$ cat src/rtl/pipeline_hazard_ctrl.sv
// Pipeline hazard controller: mem-wait, mul/div, branch-flush and load-use stall/bubble generation.
// Optional performance counters are built when HAZARD_PERF_EN is defined.
module pipeline_hazard_ctrl (
    input  logic       clk,
    input  logic       reset,
    input  logic [4:0] ID_rs1,
    input  logic [4:0] ID_rs2,
    input  logic [4:0] ID_EX_rw,
    input  logic       ID_EX_MemRead,
    input  logic       ID_EX_valid,
    input  logic       EX_is_muldiv,
    input  logic       md_done,
    input  logic       dmem_req,
    input  logic       dmem_data_ok,
    input  logic       imem_req,
    input  logic       imem_data_ok,
    input  logic       branch_taken,
    output logic       stall_front,
    output logic       stall_ex,
    output logic       stall_mem,
    output logic       bubble_ex,
    output logic       bubble_mem,
    output logic       bubble_wb,
    output logic       flush_id,
    output logic       md_start
`ifdef HAZARD_PERF_EN
    ,
    output logic [31:0] stall_cycles,
    output logic [31:0] load_use_cnt
`endif
);

    typedef enum logic {RUN = 1'b0, MD_WAIT = 1'b1} state_e;

    state_e state_q, state_d;
    logic   flush_pending_q, flush_pending_d;
    logic   mem_busy;
    logic   load_use;
    logic   md_hold;
    logic   md_launch;
    logic   branch_honoured;
`ifdef HAZARD_PERF_EN
    logic   lu_stall;
`endif

    assign mem_busy  = dmem_req & ~dmem_data_ok;
    assign load_use  = ID_EX_valid & ID_EX_MemRead & (ID_EX_rw != 5'd0)
                     & ((ID_EX_rw == ID_rs1) | (ID_EX_rw == ID_rs2));
    assign md_hold   = (state_q == MD_WAIT) & ~md_done;
    assign md_launch = (state_q == RUN) & EX_is_muldiv;

    // NOTE: every signal written here gets a default first, so no path can infer a latch.
    always_comb begin
        state_d         = state_q;
        flush_pending_d = flush_pending_q;
        branch_honoured = 1'b0;
        stall_front     = 1'b0;
        stall_ex        = 1'b0;
        stall_mem       = 1'b0;
        bubble_ex       = 1'b0;
        bubble_mem      = 1'b0;
        bubble_wb       = 1'b0;
        flush_id        = 1'b0;
        md_start        = 1'b0;
`ifdef HAZARD_PERF_EN
        lu_stall        = 1'b0;
`endif

        if (mem_busy) begin
            // Whole pipe freezes; FSM and pending flush hold until memory answers.
            stall_front = 1'b1;
            stall_ex    = 1'b1;
            stall_mem   = 1'b1;
            bubble_wb   = 1'b1;
        end else begin
            if (md_hold) begin
                stall_front = 1'b1;
                stall_ex    = 1'b1;
                bubble_mem  = 1'b1;
            end else if (md_launch) begin
                md_start    = 1'b1;
                stall_front = 1'b1;
                stall_ex    = 1'b1;
                bubble_mem  = 1'b1;
                state_d     = MD_WAIT;
            end else begin
                // md_done in MD_WAIT releases the stall this very cycle.
                state_d = RUN;
                if (branch_taken) begin
                    branch_honoured = 1'b1;
                    flush_id        = 1'b1;
                    bubble_ex       = 1'b1;
                end else if (load_use) begin
                    stall_front = 1'b1;
                    bubble_ex   = 1'b1;
`ifdef HAZARD_PERF_EN
                    lu_stall    = 1'b1;
`endif
                end
            end

            if (flush_pending_q) begin
                if (imem_data_ok) begin
                    flush_id        = 1'b1;
                    flush_pending_d = 1'b0;
                end
            end else if (branch_honoured & imem_req & ~imem_data_ok) begin
                flush_pending_d = 1'b1;
            end
        end

        if (!reset) begin
            stall_front = 1'b0;
            stall_ex    = 1'b0;
            stall_mem   = 1'b0;
            bubble_ex   = 1'b0;
            bubble_mem  = 1'b0;
            bubble_wb   = 1'b0;
            flush_id    = 1'b0;
            md_start    = 1'b0;
`ifdef HAZARD_PERF_EN
            lu_stall    = 1'b0;
`endif
        end
    end

    // NOTE: state flops use non-blocking assignments and clear asynchronously on reset.
    always_ff @(posedge clk or negedge reset) begin
        if (!reset) begin
            state_q         <= RUN;
            flush_pending_q <= 1'b0;
        end else begin
            state_q         <= state_d;
            flush_pending_q <= flush_pending_d;
        end
    end

`ifdef HAZARD_PERF_EN
    logic [31:0] stall_cycles_q, stall_cycles_d;
    logic [31:0] load_use_cnt_q, load_use_cnt_d;

    always_comb begin
        stall_cycles_d = stall_cycles_q + 32'(stall_front);
        load_use_cnt_d = load_use_cnt_q + 32'(lu_stall);
    end

    always_ff @(posedge clk or negedge reset) begin
        if (!reset) begin
            stall_cycles_q <= 32'd0;
            load_use_cnt_q <= 32'd0;
        end else begin
            stall_cycles_q <= stall_cycles_d;
            load_use_cnt_q <= load_use_cnt_d;
        end
    end

    assign stall_cycles = stall_cycles_q;
    assign load_use_cnt = load_use_cnt_q;
`endif

endmodule

$ cat config.mk
export PLATFORM = sky130hd
export DESIGN_NAME = pipeline_hazard_ctrl
export DESIGN_NICKNAME = d
export VERILOG_FILES = /design/src/rtl/pipeline_hazard_ctrl.sv
export SDC_FILE = /design/constraint.sdc
export NUM_CORES = 1
export LEC_CHECK = 0
export CAP_MARGIN = 5
export CORE_AREA = 2 2 39 41
export CTS_CLUSTER_SIZE = 28
export DETAILED_ROUTE_END_ITERATION = 6
export DIE_AREA = 0 0 41 43
export GPL_TIMING_DRIVEN = 0
export PLACE_DENSITY = 0.67
export SLEW_MARGIN = 20
export SYNTH_ARGS = -nofsm -noshare
export SYNTH_HDL_FRONTEND = slang
export SYNTH_SLANG_ARGS = --single-unit
$ cat constraint.sdc
create_clock -name clk -period 3.9 [get_ports clk]
set_input_delay 0.78 -clock clk [delete_from_list [all_inputs] [get_ports clk]]
set_output_delay 0.78 -clock clk [all_outputs]
set_load 0.01 [all_outputs]
==> impl_metrics.csv, run 1 <==
group,metric,value,unit
final_layout,final_cells,93,
placed_design,preCtsSetupSlack,0.430,ns
cts,htree_levels,1,
floorplan,rows,14,
status,status,"finished clean",
global_routing,overflow,0,
final_layout,final_common_cell,"clkdlybuf4s50_1",
cts,cts-root-buf,"clkbuf_4",
logic_synthesis,yosys_warnings,0,
final_layout,final_core_util,49.3,%
logic_synthesis,ys_seq_area_share,16.2,%
critical_path,cp_common_cell,"clkdlybuf4s50_1",
critical_path,startpoint_type,"primary input",
cts,clkLatencyLatePin,0.22,ns
global_routing,grtUsageTotal,12.6,%
power,power_leakage,0.270,nW
timing,hold_viol_final,0,
cts,post_cts_buffers,0,
critical_path,critical_path.top_delay_family,"buffers and inverters",
timing,whs,0.501,ns
timing,max-slew-margin-rel,84.2,%
timing,drv_slew,0,
critical_path,worst-setup-path-type,"in2out",
critical_path,crit_slowest_cell,"clkdlybuf4s50_1",
critical_path,cp.arrival,2.67,ns
floorplan,core_region_area,1380,um^2
routing,drt-initial-drc-count,9,
logic_synthesis,synth_area,309,um^2
power,powerDensity,216,nW/um^2
critical_path,timing.critical_path.buf_inv,2,
final_layout,syn2layout_area_growth,121,%
logic_synthesis,synth_top_family_by_area,"simple AND/OR/NAND/NOR gates",
placed_design,postPlaceCellArea,659,um^2
floorplan,ioPinCount,34,
logic_synthesis,ys_ff_latch,2,
timing,rsz0062_at_grt,"no",
final_layout,num_antenna_cells,0,
timing,period_minus_slack,3.45,ns
routing,vias,428,
timing,worst_pin_slew,0.237,ns
cts,cts_buffer_depth,2,
routing,routed_wl,974,um
logic_synthesis,synthAdderAreaFrac,0,%
timing,setup_viol,0,
logic_synthesis,synth-simple-area-share,29.6,%
routing,ant_nets,0,
logic_synthesis,muxShareOfSynthArea,0,%
logic_synthesis,synth_nets,67,
final_layout,drive_gt1_share,7.79,%
worst_hold_path,hp-class,"reg2reg",
placed_design,place_inst,90,
floorplan,initial_core_util,22.3,%
floorplan,die-area,1760,um^2
final_layout,finish.instance_area,682,um^2
cts,tritoncts,"built",
critical_path,slowest_delay,0.59,ns
logic_synthesis,synthCells,41,
power,p_total,0.147,mW
critical_path,cp.required,3.12,ns
timing,setup_ws,0.455,ns
placed_design,gp_congestion,0.747,
cts,clock-sinks,2,
cts,clkTransAtPathRegs,0.03,ns
floorplan,die_x,41,um
final_layout,num-nets-final,105,
global_routing,grt_pass1_wl,1580,um
timing,fin_setup_tns,0,ns
timing,fmax,0.290,GHz
global_routing,antenna_found_initial,0,
timing,min_period_over_period,88.3,%
logic_synthesis,synthDistinctLibCells,18,
floorplan,die-height,43,um
global_routing,grt_max_degree,8,
logic_synthesis,synth-xor-area-share,28.3,%
critical_path,end_kind,"output port",
cts,cts_buffers,3,
placed_design,portBuffers,33,
critical_path,cp_cell_sequence,"clkdlybuf4s50_1 > xor2_1 > nor3_1 > a22oi_1 > o32ai_1 > clkdlybuf4s50_1",
final_layout,layout_common_cells,"clkdlybuf4s50_1 (33), xor2_1 (10), nor2_1 (7)",
global_routing,grt_pass1_vias,455,
routing,wl_per_cell,10.5,um
cts,cts_hold_buffers,0,
critical_path,crit_fanout,3,
logic_synthesis,avgSynthCellArea,7.54,um^2
run,cap_violations,0,
logic_synthesis,synth_compound_area_share,22.3,%
routing,dr.pass1.iters,3,
power,max-vdd-ir-drop,0.202,mV
cts,cts_resized,0,
routing,viasPerCell,4.60,
routing,drc,0,
timing,skew,0.00507,ns
==> flip-flops by register name, indices dropped and copies added (netlist names) <==
| name | cells |
|---|---|
| flush_pending_q | 1 |
| state_q | 1 |
==> synth_stat cells, drive strengths merged <==
library cell  number  share of area, %
a21oi              2               3.2
o31ai              1               2.4
dfrtp              2                16
o2111ai            1               4.9
nor3               2               3.2
or4                1               3.6
a31oi              2               4.0
nor2               7               8.5
o32ai              1               2.8
inv                1               1.2
and3               1               2.0
nand3              1               1.6
a22oi              2               4.9
nand2              2               2.4
and2               1               2.0
xor2              10                28
nand2b             3               6.1
buf                1               2.4
==> cell type report <==
cell class / count / area (um^2)
fill: 149 / 702
multi-input combinational: 37 / 248
buffer: 1 / 7.51
inverter: 1 / 3.75
timing repair buffer: 33 / 330
clock buffer: 3 / 22.5
tap: 16 / 20.0
sequential: 2 / 50.0
==> power by group <==
group / internal, mW / switching (mW)
combinational: 0.0472 / 0.0291
clock: 0.0338 / 0.0103
sequential: 0.0241 / 0.00254
==> layer usage <==
| layer | track usage (%) | up-vias | part of all wire, % | wire, um |
|---|---|---|---|---|
| li1 | - | 219 | - | - |
| met1 | 12.8 | 185 | 36 | 346 |
| met2 | 23.1 | 24 | 52 | 508 |
| met3 | 4.71 | 0 | 12 | 120 |
| met4 | 2.00 | 0 | 0 | 0 |
| met5 | 0 | - | 0 | 0 |
==> path summary, 6_finish.rpt <==
check	slack, ns	from	cells past startpoint	endpoint
min	0.50	state_q$_DFFE_PN0P_	1	state_q$_DFFE_PN0P_
min reg2reg	0.50	state_q$_DFFE_PN0P_	1	state_q$_DFFE_PN0P_
max in group asynchronous	2.91	reset	1	flush_pending_q$_DFFE_PN0N_
max reg2reg	2.75	state_q$_DFFE_PN0P_	4	flush_pending_q$_DFFE_PN0N_
max	0.45	ID_EX_rw[1]	6	stall_front
min in group asynchronous	0.79	reset	1	state_q$_DFFE_PN0P_
==> cell families after synthesis <==
group / after synthesis
and+or+nand+nor: 18
xor gates and xnor gates: 10
AOI/OAI and AO/OA: 9
DFF: 2
buffers and inverters: 2
==> worst register-to-register path: stages (launching register included) <==
cell      delay (ns)
dfrtp_1         0.39
nand2b_1        0.18
and3_1          0.22
a31oi_1         0.18
a21oi_1         0.06
No activity file was read; power rests on OpenSTA's default activity.
==> inputs of run 2 (changes only) <==
Settings changed: CAP_MARGIN 5 to 20.
==> results of run 2 <==
Same layout as run 1: the final DEF is identical, and so are final timing and power.
==> variant (settings of run 2) <==
Register the input `EX_is_muldiv` before use, cleared by the reset. The logic sees it one clock later. The other inputs are not delayed to match.
--- a/src/rtl/pipeline_hazard_ctrl.sv
+++ b/src/rtl/pipeline_hazard_ctrl.sv
@@ -34,2 +34,12 @@
 
+    logic EX_is_muldiv_q;
+
+    always_ff @(posedge clk or negedge reset) begin
+        if (!reset) begin
+            EX_is_muldiv_q <= '0;
+        end else begin
+            EX_is_muldiv_q <= EX_is_muldiv;
+        end
+    end
+
     state_e state_q, state_d;
@@ -49,3 +59,3 @@
     assign md_hold   = (state_q == MD_WAIT) & ~md_done;
-    assign md_launch = (state_q == RUN) & EX_is_muldiv;
+    assign md_launch = (state_q == RUN) & EX_is_muldiv_q;
 
Function: changed (Yosys sat finds a counterexample within 4 cycles, from zero or initial values and one cycle with reset low).
==> variant against run 2 <==
  * Routed wire length up 10%
  * Cell area up 5.0%
  * Power up 15%
  * Die area unchanged
  * Worst setup slack better by 74 ps
  * Register-to-register slack worse by 30 ps
  * Count of clock-buffer cells in the layout up 1
  * Sequential share of layout area up 3.2 points
  * Critical path depth unchanged
  * Sequential cell count up 1
  * Area after synthesis up 9.7%
  * Fmax up 2.2%
  * Critical path type unchanged
  * Highest routed layer unchanged
==> variant: results (changes against run 2) <==
GRT Total Usage 12.99% (+0.37 points); DR vias/cell 4.656 (+1.2%); run status completed; sequential-to-total area share from yosys stat 22.14% (+5.9 points); Worst-Skew Late Latency 240 ps (+20 ps); Regs by FF count EX_is_muldiv_q x1, flush_pending_q x1, state_q x1; layout net count 107 (+1.9%); Leak 0.2877 nW (+6.6%); xor/xnor cell area share of the yosys netlist 25.83% (-2.5 points); Sw Share 28.96% (+0.44 points); WL/cell 11.17 µm (+6.6%); Max transition margin 78.01% (-6.1 points); post-synthesis adder-cell area fraction 0% (unchanged); # fillers 146 (-2.0%); Data arrival, critical path 2590 ps (-80 ps); Ys Warns 0 (unchanged); Initial DRC Count 2 (-7); Avg Cell Area, Syn 7.885 µm² (+4.6%); clk_skew 3.697 ps (-1.375 ps); Post-Layout Cell Count 96 (+3.2%); P_sw 0.00004899 W (+17%); first-pass GRT wire length 1538 µm (-2.7%); Placed Cells 92 (+2.2%); Peak VDD IR 0.1341 mV (-34%); clock share of power 32.4% (+2.4 points); crit path to bubble_ex; Compound-Gate Fraction of Synth Area 20.66% (-1.6 points); Cell variety after synth 19 (+1); Async SR Flop Fraction 100.0% (unchanged); Post-synth top cells xor2_1, nor2_1, dfrtp_1, nand2b_1; largest cells by area after synthesis xor2_1, dfrtp_1, nor2_1; RePlAce Congestion 0.6060 (-19%); FF-to-FF End flush_pending_q; largest net degree at the start of global routing 9 (+1); vias in the first global route 418 (-8.1%); layout cell share with drive strength beyond 1 7.500% (-0.29 points); CTS buffer count 3 (unchanged); syn_nets 69 (+3.0%); register-to-register setup slack 2720 ps (-30 ps); Comb group 0.0000762 W (about the same)
variant: logic make-up after synthesis:
logic type | count (synthesis)
flip-flops | 3
buffers and inverters | 4
AO/OA/AOI/OAI | 9
XOR/XNOR | 10
AND/OR/NAND/NOR | 17
variant: worst min-delay path by stage:
stage               startpoint       to  slack, ps  depth (start not counted)
global route           state_q  state_q        550                          1
floorplan              state_q  state_q        460                          1
finish                 state_q  state_q        520                          1
global placement       state_q  state_q        480                          1
CTS                    state_q  state_q        520                          1
detailed placement     state_q  state_q        520                          1
variant: stage by stage:
stage               setup slack [ps]  area, µm²
detailed placement             500.2      689.4
global placement               514.0      689.4
CTS                            495.7      715.7
global route                   369.7      715.7
floorplan                       1519      339.1
finish                         528.9      715.7
variant: final cells by class:
type / count / area, µm² / share of cell area (%)
repair buffers: 33 / 330.3 / 46.15
multi-input cells: 36 / 245.2 / 34.27
flip-flops and latches: 3 / 75.07 / 10.49
clock buffers: 4 / 26.28 / 3.671
well taps: 16 / 20.02 / 2.797
plain buffers: 2 / 11.26 / 1.573
inverters: 2 / 7.507 / 1.049
variant: critical path: cells and delay by family:
| kind | cells | cell delay [ps] |
|---|---|---|
| simple gates | 1 | 180 |
| buf+inv | 2 | 1060 |
| xor+xnor | 1 | 200 |
| compound gates | 2 | 360 |
variant: layer usage:
layer  part of all wire [%]  vias to the layer above  wire length (µm)  GRT usage [%]
li1                       -                      228                 -              -
met1                     33                      189               358          12.01
met2                     45                       30               484          21.56
met3                     21                        0               230          5.759
met4                      0                        0                 0          8.000
met5                      0                        -                 0              0
